<file path="src/rtl/store_check_monitor_if.sv">
// ---------------------------------------------------------------------------
// store_check_monitor_if
//   Bundles the two buses the store monitor listens to:
//     - the data-memory write port of the core (memWrite/dataAddress/writeData)
//     - the expected-store table load port (cfgValid/cfgIndex/cfgAddr/cfgData/
//       cfgMask)
//   modport master : the side that drives both buses (core / bench)
//   modport slave  : the monitor, which only observes
//   Parameters must match the ones given to store_check_monitor.
// ---------------------------------------------------------------------------
interface store_check_monitor_if #(
  parameter int NUM_CHECKS = 8,
  parameter int ADDR_W     = 32,
  parameter int DATA_W     = 32
);
  // A one-entry table still needs a one-bit index port.
  localparam int IDX_W = (NUM_CHECKS > 1) ? $clog2(NUM_CHECKS) : 1;

  logic                  memWrite;
  logic [ADDR_W-1:0]     dataAddress;
  logic [DATA_W-1:0]     writeData;

  logic                  cfgValid;
  logic [IDX_W-1:0]      cfgIndex;
  logic [ADDR_W-1:0]     cfgAddr;
  logic [DATA_W-1:0]     cfgData;
  logic [DATA_W/8-1:0]   cfgMask;

  modport master (
    output memWrite, dataAddress, writeData,
    output cfgValid, cfgIndex, cfgAddr, cfgData, cfgMask
  );

  modport slave (
    input memWrite, dataAddress, writeData,
    input cfgValid, cfgIndex, cfgAddr, cfgData, cfgMask
  );
endinterface

</file>
<file path="src/rtl/store_check_monitor.sv">
// ---------------------------------------------------------------------------
// store_check_monitor
//   Watches committed stores on a core's data-memory write port and checks
//   them, in order, against a preloaded table of expected (address, data)
//   pairs. Stores inside the inclusive scratch window [ignoreLo, ignoreHi]
//   are skipped. A run that neither completes nor mismatches within
//   TIMEOUT_CYCLES RUN cycles fails with a timeout code.
//
//   Ports:
//     clk, reset      clock, synchronous active-low reset
//     bus (slave)     store port + table load port (store_check_monitor_if)
//     ignoreLo/Hi     scratch window, unsigned, empty when lo > hi
//     start           arm pulse (IDLE only), samples startCount
//     startCount      entries to check, clamped to NUM_CHECKS
//     done/pass/fail  registered verdict, done = pass | fail
//     failCode        0 none, 1 address mismatch, 2 data mismatch, 3 timeout
//     matchCount      entries matched so far
//     cycleCount      RUN cycles elapsed (saturating)
//
//   Build option: STORE_CHECK_BYTEMASK_EN adds a per-byte compare mask to
//   each table entry (loaded from cfgMask). Without it the full data word is
//   compared and cfgMask is not stored.
//
//   The table has no reset on purpose: a table survives reset and can be
//   rerun with another start.
// ---------------------------------------------------------------------------
module store_check_monitor #(
  parameter int NUM_CHECKS     = 8,
  parameter int ADDR_W         = 32,
  parameter int DATA_W         = 32,
  parameter int TIMEOUT_CYCLES = 1000,
  localparam int IDX_W = (NUM_CHECKS > 1) ? $clog2(NUM_CHECKS) : 1,
  localparam int CNT_W = $clog2(NUM_CHECKS + 1),
  localparam int CYC_W = $clog2(TIMEOUT_CYCLES + 1)
) (
  input  logic                 clk,
  input  logic                 reset,
  store_check_monitor_if.slave bus,
  input  logic [ADDR_W-1:0]    ignoreLo,
  input  logic [ADDR_W-1:0]    ignoreHi,
  input  logic                 start,
  input  logic [CNT_W-1:0]     startCount,
  output logic                 done,
  output logic                 pass,
  output logic                 fail,
  output logic [1:0]           failCode,
  output logic [CNT_W-1:0]     matchCount,
  output logic [CYC_W-1:0]     cycleCount
);

  localparam logic [1:0] ST_IDLE = 2'd0;
  localparam logic [1:0] ST_RUN  = 2'd1;
  localparam logic [1:0] ST_PASS = 2'd2;
  localparam logic [1:0] ST_FAIL = 2'd3;

  localparam logic [1:0] CODE_NONE    = 2'd0;
  localparam logic [1:0] CODE_ADDR    = 2'd1;
  localparam logic [1:0] CODE_DATA    = 2'd2;
  localparam logic [1:0] CODE_TIMEOUT = 2'd3;

  localparam logic [CNT_W-1:0] CNT_MAX     = CNT_W'(NUM_CHECKS);
  localparam logic [CYC_W-1:0] CYC_SAT     = CYC_W'(TIMEOUT_CYCLES);
  localparam logic [CYC_W-1:0] CYC_TIMEOUT = CYC_W'(TIMEOUT_CYCLES - 1);

  logic [1:0]        state_r;
  logic [CNT_W-1:0]  target_r;

  logic [1:0]        state_n_s;
  logic [CNT_W-1:0]  target_n_s;
  logic [CNT_W-1:0]  match_n_s;
  logic [CYC_W-1:0]  cyc_n_s;
  logic [1:0]        code_n_s;

  logic [ADDR_W-1:0] tbl_addr_r [NUM_CHECKS];
  logic [DATA_W-1:0] tbl_data_r [NUM_CHECKS];

  logic              idx_ok_s;
  logic              tbl_we_s;
  logic [IDX_W-1:0]  cur_idx_s;
  logic [ADDR_W-1:0] cur_addr_s;
  logic [DATA_W-1:0] cur_data_s;
  logic              in_window_s;
  logic              store_live_s;
  logic              addr_eq_s;
  logic              data_eq_s;
  logic              timeout_s;
  logic [CNT_W-1:0]  start_cnt_s;

  // Indexes that do not name a real entry are silently dropped.
  assign idx_ok_s = (32'(bus.cfgIndex) < 32'(NUM_CHECKS));
  assign tbl_we_s = reset && (state_r == ST_IDLE) && bus.cfgValid && idx_ok_s;

  // matchCount never reaches the latched count while in RUN, so its low
  // bits always address a valid entry.
  assign cur_idx_s  = matchCount[IDX_W-1:0];
  assign cur_addr_s = tbl_addr_r[cur_idx_s];
  assign cur_data_s = tbl_data_r[cur_idx_s];

  // An inverted window (lo > hi) can never hold an address, i.e. it is empty.
  assign in_window_s  = (bus.dataAddress >= ignoreLo) && (bus.dataAddress <= ignoreHi);
  assign store_live_s = bus.memWrite && !in_window_s;
  assign addr_eq_s    = (bus.dataAddress == cur_addr_s);
  assign timeout_s    = (cycleCount == CYC_TIMEOUT);
  assign start_cnt_s  = (startCount > CNT_MAX) ? CNT_MAX : startCount;

`ifdef STORE_CHECK_BYTEMASK_EN
  logic [DATA_W/8-1:0] tbl_mask_r [NUM_CHECKS];

  // Widen one enable bit per byte into a full-width bit mask.
  function automatic logic [DATA_W-1:0] expand_mask(input logic [DATA_W/8-1:0] m);
    logic [DATA_W-1:0] e;
    e = {DATA_W{1'b0}};
    for (int b = 0; b < DATA_W / 8; b++) begin
      e[8*b +: 8] = {8{m[b]}};
    end
    return e;
  endfunction

  // Mask storage shares the load strobe with the address/data table.
  always_ff @(posedge clk) begin
    if (tbl_we_s) begin
      tbl_mask_r[bus.cfgIndex] <= bus.cfgMask;
    end
  end

  // Disabled bytes are forced equal; an all-zero mask matches on address only.
  assign data_eq_s = (((bus.writeData ^ cur_data_s) & expand_mask(tbl_mask_r[cur_idx_s]))
                      == {DATA_W{1'b0}});
`else
  logic unused_mask_s;
  assign unused_mask_s = ^bus.cfgMask;
  assign data_eq_s     = (bus.writeData == cur_data_s);
`endif

  // Expected-store table load; deliberately not reset.
  always_ff @(posedge clk) begin
    if (tbl_we_s) begin
      tbl_addr_r[bus.cfgIndex] <= bus.cfgAddr;
      tbl_data_r[bus.cfgIndex] <= bus.cfgData;
    end
  end

  // Next-state and next-counter logic.
  always_comb begin
    state_n_s  = state_r;
    target_n_s = target_r;
    match_n_s  = matchCount;
    cyc_n_s    = cycleCount;
    code_n_s   = failCode;
    case (state_r)
      ST_IDLE: begin
        if (start) begin
          target_n_s = start_cnt_s;
          match_n_s  = {CNT_W{1'b0}};
          cyc_n_s    = {CYC_W{1'b0}};
          code_n_s   = CODE_NONE;
          state_n_s  = (start_cnt_s == {CNT_W{1'b0}}) ? ST_PASS : ST_RUN;
        end else begin
          state_n_s = ST_IDLE;
        end
      end
      ST_RUN: begin
        // Completing match beats compare failure, which beats timeout.
        if (store_live_s && !addr_eq_s) begin
          state_n_s = ST_FAIL;
          code_n_s  = CODE_ADDR;
        end else if (store_live_s && !data_eq_s) begin
          state_n_s = ST_FAIL;
          code_n_s  = CODE_DATA;
        end else if (store_live_s) begin
          match_n_s = matchCount + 1'b1;
          if (match_n_s == target_r) begin
            state_n_s = ST_PASS;
          end else if (timeout_s) begin
            state_n_s = ST_FAIL;
            code_n_s  = CODE_TIMEOUT;
          end else begin
            state_n_s = ST_RUN;
          end
        end else if (timeout_s) begin
          state_n_s = ST_FAIL;
          code_n_s  = CODE_TIMEOUT;
        end else begin
          state_n_s = ST_RUN;
        end
        // The count freezes on the deciding cycle, so a timeout reports
        // TIMEOUT_CYCLES-1 elapsed cycles.
        if ((state_n_s == ST_RUN) && (cycleCount != CYC_SAT)) begin
          cyc_n_s = cycleCount + 1'b1;
        end else begin
          cyc_n_s = cycleCount;
        end
      end
      ST_PASS: begin
        state_n_s = ST_PASS;
      end
      ST_FAIL: begin
        state_n_s = ST_FAIL;
      end
      default: begin
        state_n_s = ST_IDLE;
      end
    endcase
  end

  // State, counters and verdict registers; verdict flags decode the next state.
  always_ff @(posedge clk) begin
    if (!reset) begin
      state_r    <= ST_IDLE;
      target_r   <= {CNT_W{1'b0}};
      matchCount <= {CNT_W{1'b0}};
      cycleCount <= {CYC_W{1'b0}};
      failCode   <= CODE_NONE;
      pass       <= 1'b0;
      fail       <= 1'b0;
      done       <= 1'b0;
    end else begin
      state_r    <= state_n_s;
      target_r   <= target_n_s;
      matchCount <= match_n_s;
      cycleCount <= cyc_n_s;
      failCode   <= code_n_s;
      pass       <= (state_n_s == ST_PASS);
      fail       <= (state_n_s == ST_FAIL);
      done       <= (state_n_s == ST_PASS) || (state_n_s == ST_FAIL);
    end
  end

endmodule

</file>
<file path="src/flat_wrapper.sv">
// flat-port wrapper written by rule: the top's interface ports become plain ports
module store_check_monitor_flat 
#(
  parameter int NUM_CHECKS     = 8,
  parameter int ADDR_W         = 32,
  parameter int DATA_W         = 32,
  parameter int TIMEOUT_CYCLES = 1000,
  localparam int IDX_W = (NUM_CHECKS > 1) ? $clog2(NUM_CHECKS) : 1,
  localparam int CNT_W = $clog2(NUM_CHECKS + 1),
  localparam int CYC_W = $clog2(TIMEOUT_CYCLES + 1)
)
  (clk, reset, ignoreLo, ignoreHi, start, startCount, done, pass, fail, failCode, matchCount, cycleCount, bus_memWrite, bus_dataAddress, bus_writeData, bus_cfgValid, bus_cfgIndex, bus_cfgAddr, bus_cfgData, bus_cfgMask);
  store_check_monitor_if #(.NUM_CHECKS(NUM_CHECKS), .ADDR_W(ADDR_W), .DATA_W(DATA_W)) bus_i ();
  input  logic clk;
  input  logic reset;
  input  logic [ADDR_W-1:0] ignoreLo;
  input  logic [ADDR_W-1:0] ignoreHi;
  input  logic start;
  input  logic [CNT_W-1:0] startCount;
  output logic done;
  output logic pass;
  output logic fail;
  output logic [1:0] failCode;
  output logic [CNT_W-1:0] matchCount;
  output logic [CYC_W-1:0] cycleCount;
  input wire logic [$bits(bus_i.memWrite)-1:0] bus_memWrite;
  input wire logic [$bits(bus_i.dataAddress)-1:0] bus_dataAddress;
  input wire logic [$bits(bus_i.writeData)-1:0] bus_writeData;
  input wire logic [$bits(bus_i.cfgValid)-1:0] bus_cfgValid;
  input wire logic [$bits(bus_i.cfgIndex)-1:0] bus_cfgIndex;
  input wire logic [$bits(bus_i.cfgAddr)-1:0] bus_cfgAddr;
  input wire logic [$bits(bus_i.cfgData)-1:0] bus_cfgData;
  input wire logic [$bits(bus_i.cfgMask)-1:0] bus_cfgMask;
  assign bus_i.memWrite = bus_memWrite;
  assign bus_i.dataAddress = bus_dataAddress;
  assign bus_i.writeData = bus_writeData;
  assign bus_i.cfgValid = bus_cfgValid;
  assign bus_i.cfgIndex = bus_cfgIndex;
  assign bus_i.cfgAddr = bus_cfgAddr;
  assign bus_i.cfgData = bus_cfgData;
  assign bus_i.cfgMask = bus_cfgMask;
  store_check_monitor #(.NUM_CHECKS(NUM_CHECKS), .ADDR_W(ADDR_W), .DATA_W(DATA_W), .TIMEOUT_CYCLES(TIMEOUT_CYCLES)) u_core (.clk(clk), .reset(reset), .bus(bus_i), .ignoreLo(ignoreLo), .ignoreHi(ignoreHi), .start(start), .startCount(startCount), .done(done), .pass(pass), .fail(fail), .failCode(failCode), .matchCount(matchCount), .cycleCount(cycleCount));
endmodule
</file>
<file path="config.mk">
export PLATFORM = sky130hd
export DESIGN_NAME = store_check_monitor_flat
export DESIGN_NICKNAME = d
export VERILOG_FILES = /design/src/rtl/store_check_monitor_if.sv /design/src/rtl/store_check_monitor.sv /design/src/flat_wrapper.sv
export SDC_FILE = /design/constraint.sdc
export NUM_CORES = 1
export LEC_CHECK = 0
export ABC_CLOCK_PERIOD_IN_PS = 7630
export CORE_ASPECT_RATIO = 0.9
export CORE_UTILIZATION = 59
export CTS_BUF_LIST = sky130_fd_sc_hd__clkbuf_8
export CTS_CLUSTER_DIAMETER = 200
export DETAILED_ROUTE_END_ITERATION = 8
export HOLD_SLACK_MARGIN = 0.1
export MAX_ROUTING_LAYER = met4
export PLACE_DENSITY = 0.82
export SYNTH_ARGS = -nofsm -noshare
export SYNTH_HDL_FRONTEND = slang
export SYNTH_SLANG_ARGS = --single-unit
</file>
<file path="constraint.sdc">
create_clock -name clk -period 7.63 [get_ports clk]
set_input_delay 1.526 -clock clk [delete_from_list [all_inputs] [get_ports clk]]
set_output_delay 1.526 -clock clk [all_outputs]
set_load 0.01 [all_outputs]
</file>
### Word-level counts from Yosys, hierarchy flattened

Memories as Yosys holds them, arrays and structs flattened. A register that Yosys moved wholly into a read port is not among the register bits.
Index checks and enable logic that the tools add are counted.

* memory bits (writable): 512
* memories kept: 2
* register bits after elaboration: 25

Memory list
* u_core.tbl_addr_r: depth 8, bits a word 32, rd ports 1, clocked after Yosys merged registers in 1, wr ports 1, line store_check_monitor.sv:74 `logic [ADDR_W-1:0] tbl_addr_r [NUM_CHECKS];`
* u_core.tbl_data_r: depth 8, bits a word 32, rd ports 1, clocked after Yosys merged registers in 1, wr ports 1, line store_check_monitor.sv:75 `logic [DATA_W-1:0] tbl_data_r [NUM_CHECKS];`

* $add $sub $neg: 2
* magnitude comparators: 3
* muxes and demuxes: 31
* reductions and logical operators: 18
* equal/unequal tests: 17

Operators by type and width (count)
* $eq 32x32->1: 2
* $ge 32x32->1: 1
* $le 32x32->1: 1
* $mux 2: 14
* $mux 10: 2
* $mux 4: 5
* $pmux 10 s2: 1
* $mux 3: 4
* $add 10x1->10 const B: 1
* $eq 10x10->1 const B: 1
* $ne 10x10->1 const B: 1
* $eq 2x2->1 const B: 4
* $pmux 2 s4: 1
* $pmux 4 s2: 1
* $logic_and 1x1->1: 7
* $ne 2x2->1 const B: 3
* $reduce_and 3->1: 2
* $ne 5x5->1 const B: 1
* $reduce_and 5->1: 1
* $add 4x1->4 const B: 1
* $eq 2x1->1 const B: 2
* $eq 4x4->1: 1
* $gt 4x4->1 const B: 1
* $logic_not 4->1: 1
* 8 further kinds: 12

### Longest topological paths before layout

Gate-level depths: netlist of the first run.

* word-level depth: 12
* mapped depth: 15

### Worst setup path after synthesis of the first run

Ideal clock, no wire load.

* path type: input port to flip-flop
* from: input reset
* to: memory u_core.tbl_addr_r[0][0], enable pin
* stages: 3
* path buffers: 1
* arrival: 6.314 ns
* path slack: 0.750 ns
* setup time: 0.565 ns
* path through: clkbuf_1 > nand4b_1 > nor3_1

* longest elaborated chain between the ends: 4

RTL lines
* start: declaration: line flat_wrapper.sv:15 `input logic reset;`
* $logic_and 1x1->1 (2 in series): line store_check_monitor.sv:91 `assign tbl_we_s = reset && (state_r == ST_IDLE) && bus.cfgValid && idx_ok_s;`
* $mux 1: line store_check_monitor.sv:137 `if (tbl_we_s) begin`
* $mux 1 (implied by the code): line store_check_monitor.sv:138 `tbl_addr_r[bus.cfgIndex] <= bus.cfgAddr;`
* end: declaration: line store_check_monitor.sv:74

No other way between the ends.

### Worst setup path in the final report of the first run

* from: input bus_dataAddress[14]
* to: register u_core.cycleCount[9]

* longest elaborated chain between the ends: 12

RTL lines
* start: declaration: line flat_wrapper.sv:27 `input wire logic [$bits(bus_i.dataAddress)-1:0] bus_dataAddress;`
* $ge 32x32->1 or $le 32x32->1 (tied branches): line store_check_monitor.sv:100 `assign in_window_s = (bus.dataAddress >= ignoreLo) && (bus.dataAddress <= ignoreHi);`
* $logic_and 1x1->1: line store_check_monitor.sv:100
* $logic_not 1->1: line store_check_monitor.sv:101 `assign store_live_s = bus.memWrite && !in_window_s;`
* $logic_and 1x1->1: line store_check_monitor.sv:101
* $mux 2 or $logic_and 1x1->1 (tied branches): line store_check_monitor.sv:170, store_check_monitor.sv:167
* $mux 2: line store_check_monitor.sv:167 `end else if (store_live_s && !data_eq_s) begin`
* $mux 2 (*): line store_check_monitor.sv:164 `if (store_live_s && !addr_eq_s) begin`
* $mux 2 (*): line store_check_monitor.sv:150 `case (state_r)`
* $eq 2x1->1 (*): line store_check_monitor.sv:188 `if ((state_n_s == ST_RUN) && (cycleCount != CYC_SAT)) begin`
* $logic_and 1x1->1 (*): line store_check_monitor.sv:188
* $ne 2x1->1 (no line) (*)
* $reduce_and 3->1 (no line) (*)
* end signal: assignment: line store_check_monitor.sv:212 `cycleCount <= {CYC_W{1'b0}};`
* end signal: assignment: line store_check_monitor.sv:221 `cycleCount <= cyc_n_s;`
* end: declaration: line store_check_monitor.sv:48 `output logic [CYC_W-1:0] cycleCount`

Mark *: on every way between the ends. The rest lies on a longest branch, timed or not. The select of a mux whose other input is x is not followed.
A chain may end at the register's enable or synchronous reset.

==> flow_summary.toml, run 1 <==
[sta]
min_period_over_period_pct = 64.4
hold_viol_final = 0
setup_viol = 0
rsz0062_at_grt = "false"
post-route-min-period_ns = 4.91
slew_headroom_pct = 20.2
worst_pin_slew_ns = 1.19
setup_tns_ns = 0
timing.fmax_mhz = 204
final.setup.worst_slack_ns = 2.72
skew_ns = 0.0261
drv_slew = 0
whs_ns = 0.500

[clock_network]
hold_buffers = 0
clk_pin_slew_ns = 0.06
htreeDepth = 3
cts_resized = 0
postCtsSetupBuffers = 0
clk_path_buf_depth = 3
cts_buffers = 82
cts-root-buf = "clkbuf_8"
clock_sinks = 540
cts_tree = "yes"
clk_latency_ns = 0.63

[route]
wire_per_inst_um = 23.1
route.detailed.drc = 0
vias_per_cell = 5.92
drtIter0Drc = 1169
drtAntennaViolNets = 0
wirelength_um = 51200
vias = 13100
firstDrtPassIters = 5

[logic_synthesis]
synth.distinct_cells = 69
synth-seq-cells = 540
yosysSeqAreaShare_pct = 68.9
avgSynthCellArea_um2 = 17.2
synth-main-ff-cell = "edfxtp_1"
synth_edf_count = 512
synth_cells = 1344
async_reset_ff_share_pct = 0
synth_nets = 1619
synth_warnings = 0
netlist_area_um2 = 23100

[worst_setup_path]
max_stage_delay_ns = 0.86
cp.arrival_ns = 5.47
cpLargestDelayFamily = "compound AO/OA/AOI/OAI gates"
critPathBufInv = 1
worstPathMaxFanout = 9
worst-endpoint-required_ns = 8.19
crit_chain = "clkdlybuf4s50_1, ha_1, and4_1, nand2_1, nor4_1, nand2b_1, a31oi_1, o31ai_2, a21boi_0, o21a_1, or4b_1, a21oi_1"
start_kind = "primary input"
end_kind = "flop"
critPathSlowestCell = "o31ai_2"
worstSetupPathType = "in -> reg"
rrSetupSlack_ns = 2.95

[grt]
grt_pass1_vias = 13100
gr-total-overflow = 0
grt_pass1_wl_um = 76100
antenna_found_initial = 8
grt_max_degree = 69
track_usage_pct = 26.6

[hold_path]
min_path_type = "reg -> reg"

[placement]
routabilityCongestion = 0.906
place.port_buffers = 222
placed_cell_area_um2 = 25900
placed_cells = 2061
dp_hpwl_um = 31600
dpl_worst_slack_ns = 2.09

[power]
comb_power_share_pct = 5.7
swShare_pct = 22.0
intPower_w = 0.00447
pwr-share-clk_pct = 36.9
peakVddDrop_mv = 0.149
p_sw_w = 0.00126
seqPwrFrac_pct = 57.4
p_leak_nw = 9.05
power_density_nw_per_um2 = 209

[final_layout]
area_delta_synth_final_pct = 18.5
fin_cells = 2221
final_common_cell = "edfxtp_1"
final_nets = 1895
drive_above_1_share_pct = 13.0
final_cell_mix = "edfxtp_1 (512), clkdlybuf4s50_1 (222), mux2i_1 (144)"
fin_area_um2 = 27400

[floorplan]
die_w_um = 211
boundaryPins = 227
core_um2 = 38500
fp.dieArea_um2 = 40000
initial_core_util_pct = 60.1
row_count = 68
die_h_um = 190

[status]
outcome = "complete, no violations"

[run]
maxCapViolCount = 0
-- power groups by stage --
stage / Sequential (W) / Combinational (W) / Clock [W]
after floorplan: 0.00335 / 0.000123 / 0
after global placement: 0.00335 / 0.000316 / 0
after detailed placement: 0.00335 / 0.000327 / 0
after CTS: 0.00329 / 0.000329 / 0.00215
after global routing: 0.00329 / 0.000359 / 0.00228
final: 0.00329 / 0.000329 / 0.00211
-- routing by layer --
layer  global-route usage (%)  vias to the layer above  part of all wire, %
met2                     41.7                      580                   48
met1                     35.0                     6545                   41
met3                     5.38                      108                  8.0
met4                     9.36                        0                  2.6
li1                         -                     5912                    -
met5                        -                        -                    0
-- area by class of cell --
class,count,area [µm²]
inverters,67,251
clock buffers,84,1160
flip-flops and latches,540,15900
multi-input cells,689,6680
repair buffers,240,2380
diodes,8,20.0
well taps,525,657
clock inverters,68,305
fillers,2405,11100
-- logic make-up (layout without fill, tap and decap cells) --
family                     Yosys count  count (layout)  synth area share, %
and+or+nand+nor                    183             183                 4.32
DFF                                540             540                 68.9
AOI/OAI and AO/OA                  147             147                 4.35
xor gates and xnor gates            68              68                 2.58
other                                0               8                    0
muxes                              224             224                 13.7
buffers and inverters              115             459                 2.46
adders and majority gates           67              67                 3.63
-- path summary, 6_finish.rpt --
check / from / to / cells after the start
hold reg to reg: u_core.failCode[0] / u_core.failCode[0] / 2
setup reg to reg: flop / flop / 10
hold / removal: u_core.failCode[0] / u_core.failCode[0] / 2
setup / recovery: bus_dataAddress[14] / u_core.cycleCount[9] / 12
-- tightest hold or removal path: stages, from the launching register on --
cell and delay, ns:
dfxtp_1 0.33, nand2_1 0.06, o22ai_1 0.07
-- state kept, by name (all words and copies together), names as in the netlist, named ones only --
register,cells
u_core.tbl_addr_r,256
u_core.tbl_data_r,256
u_core.cycleCount,10
u_core.matchCount,4
u_core.target_r,4
u_core.failCode,2
u_core.state_r,2
u_core.done,1
u_core.fail,1
u_core.pass,1
-- through the flow --
step | util [%] | total power, W
finish | 71.2 | 0.00573
global route | 71.2 | 0.00593
CTS | 71.2 | 0.00576
detailed placement | 67.4 | 0.00368
global placement | 67.4 | 0.00366
floorplan | - | 0.00347
-- Yosys cell counts, types with 13 or more instances --
cell / instances / area, µm²
inv_1: 67 / 251
edfxtp_1: 512 / 15400
a21oi_1: 41 / 205
nand3_1: 13 / 65.1
nand2_1: 45 / 169
xor2_1: 32 / 280
o21ai_0: 18 / 90.1
ha_1: 67 / 838
xnor2_1: 36 / 315
buf_2: 18 / 90.1
mux4_2: 74 / 1670
nand4_1: 26 / 163
dfxtp_1: 28 / 561
a22oi_1: 21 / 158
a221oi_1: 20 / 175
mux2i_1: 144 / 1440
a22o_1: 14 / 123
nor2_1: 28 / 105
No activity file was read; power rests on OpenSTA's default activity.
==> run 2, diff against run 1 <==
- ABC_CLOCK_PERIOD_IN_PS: 7630 -> 4550
- clock period: 7.63 -> 4.55 ns (I/O delays scaled with it)
==> run 2 against run 1 <==
Core utilization grew 1.8 points. Final cell count is 1.8% higher. Worst setup slack got worse by 2.2 ns. Final area increased by 2.5%. Non-clock buffer count rose by 43. Critical path depth unchanged. Global-route usage is 1.1 points higher. Clock-buffer cell count up 4. Largest cell class unchanged.
==> flow_summary.toml, run 2 (synthesized netlist as in run 1, its figures left out) <==
[worst_setup_path]
worst-endpoint-required_ns = 5.07
crit_chain = "buf_12, mux2i_1, a22o_1, a221oi_1, xnor2_1, nand3_1, nor4_2, buf_4, nand2_2, or4b_1, a41oi_1, o21ai_1"
cp.arrival_ns = 4.54
end_kind = "flop"
worstPathMaxFanout = 42
max_stage_delay_ns = 0.71
worstSetupPathType = "reg -> reg"
critPathBufInv = 2
critPathSlowestCell = "dfxtp_4"
start_kind = "flop"
cpLargestDelayFamily = "simple AND/OR/NAND/NOR gates"

[grt]
grt_max_degree = 70
grt_pass1_wl_um = 79300
gr-total-overflow = 0
antenna_found_initial = 6
track_usage_pct = 27.7
grt_pass1_vias = 13900

[route]
vias_per_cell = 5.90
firstDrtPassIters = 7
drtAntennaViolNets = 0
wirelength_um = 52600
drtIter0Drc = 1150
vias = 13300
wire_per_inst_um = 23.2
route.detailed.drc = 0

[clock_network]
clk_latency_ns = 0.65
cts_resized = 0
cts_buffers = 83
hold_buffers = 0
clk_pin_slew_ns = 0.06
clk_path_buf_depth = 3
htreeDepth = 3
cts_tree = "yes"
postCtsSetupBuffers = 0
clock_sinks = 540
cts-root-buf = "clkbuf_8"

[power]
p_leak_nw = 9.36
peakVddDrop_mv = 0.280
power_density_nw_per_um2 = 348
finalPower_w = 0.00978

[placement]
placed_cell_area_um2 = 26500
place.port_buffers = 222
dp_hpwl_um = 35300
routabilityCongestion = 0.906
dpl_worst_slack_ns = 0.100
placed_cells = 2104

[floorplan]
initial_core_util_pct = 60.1
die_w_um = 211
boundaryPins = 227
row_count = 68
fp.dieArea_um2 = 40000
core_um2 = 38500
die_h_um = 190

[final_layout]
drive_above_1_share_pct = 15.4
largest_registers = "u_core.tbl_addr_r x256, u_core.tbl_data_r x256, u_core.cycleCount x10"
final_common_cell = "edfxtp_1"
seqCellArea_um2 = 15900
fillCellCount = 2322
multi_input_area_um2 = 6690
area_delta_synth_final_pct = 21.5
final_cell_mix = "edfxtp_1 (512), clkdlybuf4s50_1 (222), mux2i_1 (144)"
fin_area_um2 = 28100
fin_cells = 2262
final_nets = 1939

[sta]
worst_pin_slew_ns = 1.07
final.setup.worst_slack_ns = 0.528
rsz0062_at_grt = "false"
min_period_over_period_pct = 88.4
skew_ns = 0.0341
drv_slew = 0
hold_viol_final = 0
post-route-min-period_ns = 4.02
timing.fmax_mhz = 249
slew_headroom_pct = 28.8
setup_viol = 0

[hold_path]
worstHoldStart = "u_core.failCode[1]"
min_path_type = "reg -> reg"

[run]
maxCapViolCount = 0

[status]
outcome = "complete, no violations"
## run 2: changes by cell type in the layout (fill, tap and decap cells not counted), sizes merged
cell	change
buf	+43
clkbuf	+4
inv	-4
diode	-2
bufinv	+1
clkinv	-1
## run 2: cell type report
type,instances,share of cell area [%]
Sequential cell,540,56.8
Timing Repair Buffer,283,10.7
Clock inverter,64,1.13
Multi-Input combinational cell,689,23.8
Clock buffer,88,4.31
Antenna cell,6,0.0535
Tap cell,525,2.34
Inverter,67,0.896
## run 2: worst reg2reg max path, cell delays in order (launching register included)
cell and delay [ns]:
dfxtp_4 0.71, buf_12 0.38, mux2i_1 0.14, a22o_1 0.23, a221oi_1 0.53, xnor2_1 0.26, nand3_1 0.15, nor4_2 0.31
buf_4 0.20, nand2_2 0.12, or4b_1 0.54, a41oi_1 0.23, o21ai_1 0.11
## run 2: worst paths after layout
check                       end  slack, ns  cells past startpoint
min          u_core.failCode[1]       0.49                      2
max reg2reg                flop       0.53                     12
min reg2reg  u_core.failCode[1]       0.49                      2
max                        flop       0.53                     12
## run 2: metal layers
layer	vias to the layer above	global-route usage (%)	routed length, µm
li1	5993	-	-
met1	6715	35.6	21900
met2	525	44.3	25800
met3	109	5.45	3390
met4	0	10.1	1500
met5	-	-	0
## run 2: power breakdown
part / switching, W / internal (W)
logic: 0.000293 / 0.000285
clock network: 0.00183 / 0.00186
registers: 0.0000177 / 0.00549
## run 2: per-stage QoR
| step | util, % | hold slack [ns] | TNS (ns) |
|---|---|---|---|
| after CTS | 73.0 | 0.496 | 0 |
| after global routing | 73.0 | 0.521 | 0 |
| after global placement | 69.0 | 0.476 | 0 |
| after detailed placement | 69.0 | 0.487 | 0 |
| after floorplan | - | 0.456 | -0.582 |
| final | 73.0 | 0.495 | 0 |
==> run 3, diff against run 2 <==
- CORE_MARGIN: unset -> 2
==> run 3 against run 2 <==
Via count is 0.88% lower. Sequential share of layout area is 0.51 points higher. Final area decreased by 0.89%.
==> flow_summary.toml, run 3 (synthesized netlist as in run 1, its figures left out) <==
[sta]
timing.fmax_mhz = 241
rsz0062_at_grt = "false"
post-route-min-period_ns = 4.15
hold_viol_final = 0
final.setup.worst_slack_ns = 0.401
skew_ns = 0.0172
whs_ns = 0.488
worst_pin_slew_ns = 1.02
min_period_over_period_pct = 91.2
setup_viol = 0
drv_slew = 0
slew_headroom_pct = 31.7
setup_tns_ns = 0

[floorplan]
die_h_um = 192
boundaryPins = 227
fp.dieArea_um2 = 40800
initial_core_util_pct = 60.1
core_um2 = 38500
row_count = 68
die_w_um = 213

[final_layout]
drive_above_1_share_pct = 14.7
final_common_cell = "edfxtp_1"
largest_registers = "u_core.tbl_addr_r x256, u_core.tbl_data_r x256, u_core.cycleCount x10"
area_delta_synth_final_pct = 20.4
final_cell_mix = "edfxtp_1 (512), clkdlybuf4s50_1 (222), mux2i_1 (144)"
fillCellCount = 2404
final_nets = 1929
fin_area_um2 = 27800

[worst_setup_path]
worstSetupPathType = "reg -> reg"
cp.arrival_ns = 4.65
worstPathMaxFanout = 47
start_kind = "flop"
end_kind = "flop"
worst-endpoint-required_ns = 5.05
rrSetupSlack_ns = 0.40
r2r_cells = 12

[placement]
placed_cell_area_um2 = 26400
dpl_worst_slack_ns = 0.148
routabilityCongestion = 0.877
place.port_buffers = 222
dp_hpwl_um = 33800

[hold_path]
hold_end = "u_core.target_r[3]"
min_path_type = "reg -> reg"
holdPathStages = 2
worstHoldStart = "u_core.target_r[3]"

[clock_network]
hold_buffers = 0
clock_sinks = 540
clk_path_buf_depth = 3
postCtsSetupBuffers = 0
cts-root-buf = "clkbuf_8"
clk_pin_slew_ns = 0.06
htreeDepth = 3
cts_tree = "yes"
clk_latency_ns = 0.63
cts_buffers = 83
cts_resized = 0

[route]
drtAntennaViolNets = 0
wirelength_um = 51900
wire_per_inst_um = 23.1
vias = 13200
firstDrtPassIters = 5
drtIter0Drc = 975
vias_per_cell = 5.89
route.detailed.drc = 0

[grt]
track_usage_pct = 26.8
grt_pass1_wl_um = 78100
gr-total-overflow = 0
grt_max_degree = 65
antenna_found_initial = 7
grt_pass1_vias = 13400

[power]
finalPower_w = 0.00960
peakVddDrop_mv = 0.257
p_leak_nw = 9.21
power_density_nw_per_um2 = 345

[run]
maxCapViolCount = 0

[status]
outcome = "complete, no violations"
## run 3: cell types whose count changed in the layout (fill, tap and decap cells not counted)
cell        delta
clkinv_1       +7
clkinvlp_4     +1
clkinv_2       +1
inv_8          -2
clkbuf_8       -2
buf_12         -7
inv_1          -8
bufinv_16      -1
inv_6          -2
buf_4          -3
diode_2        +1
## run 3: how the worst max path moves through the flow
stage                              endpoint  slack, ns  cells after the start
floorplan           u_core.tbl_addr_r[2][0]     -0.002                      3
global placement                       flop       0.13                     12
detailed placement                     flop       0.15                     12
CTS                                    flop       0.36                     12
global route           u_core.cycleCount[9]       0.18                     12
finish                                 flop       0.40                     12
## run 3: critical path: stages, from the launching register on
cell	delay, ns
dfxtp_4	0.84
buf_12	0.32
mux2i_1	0.12
a22o_1	0.23
a221oi_1	0.58
xnor2_1	0.19
nand4_1	0.14
nor4_2	0.34
buf_4	0.19
nand2_2	0.11
or4b_1	0.54
a41oi_1	0.23
o21ai_1	0.11
## run 3: layout make-up
cell class / instances / area, µm² / area share (%)
sequential: 540 / 15900 / 57.3
multi-input combinational: 689 / 6690 / 24.0
antenna: 7 / 17.5 / 0.0629
clock inverter: 60 / 256 / 0.922
inverter: 67 / 251 / 0.904
tap: 525 / 657 / 2.36
timing repair buffer: 273 / 2830 / 10.2
clock buffer: 86 / 1180 / 4.25
## run 3: per-layer routing
| layer | vias to the layer above | share of wire (%) | global-route usage (%) |
|---|---|---|---|
| met2 | 490 | 49 | 43.5 |
| met1 | 6670 | 41 | 34.7 |
| met3 | 78 | 7.4 | 5.59 |
| li1 | 5987 | - | - |
| met4 | 0 | 1.9 | 7.40 |
| met5 | - | 0 | - |
## run 3: report_power, final
part	switching [W]	total [W]	internal, W	leakage (nW)
combinational	0.000288	0.000569	0.000281	3.52
sequential	0.0000179	0.00551	0.00549	4.84
clock	0.00177	0.00352	0.00175	0.846
total	0.00207	0.00960	0.00752	9.21
## run 3: per-stage QoR
step / cells / util [%]
CTS: 2240 / 72.3
floorplan: 1344 / -
detailed placement: 2094 / 68.6
finish: 2247 / 72.4
global route: 2247 / 72.4
global placement: 2094 / 68.6
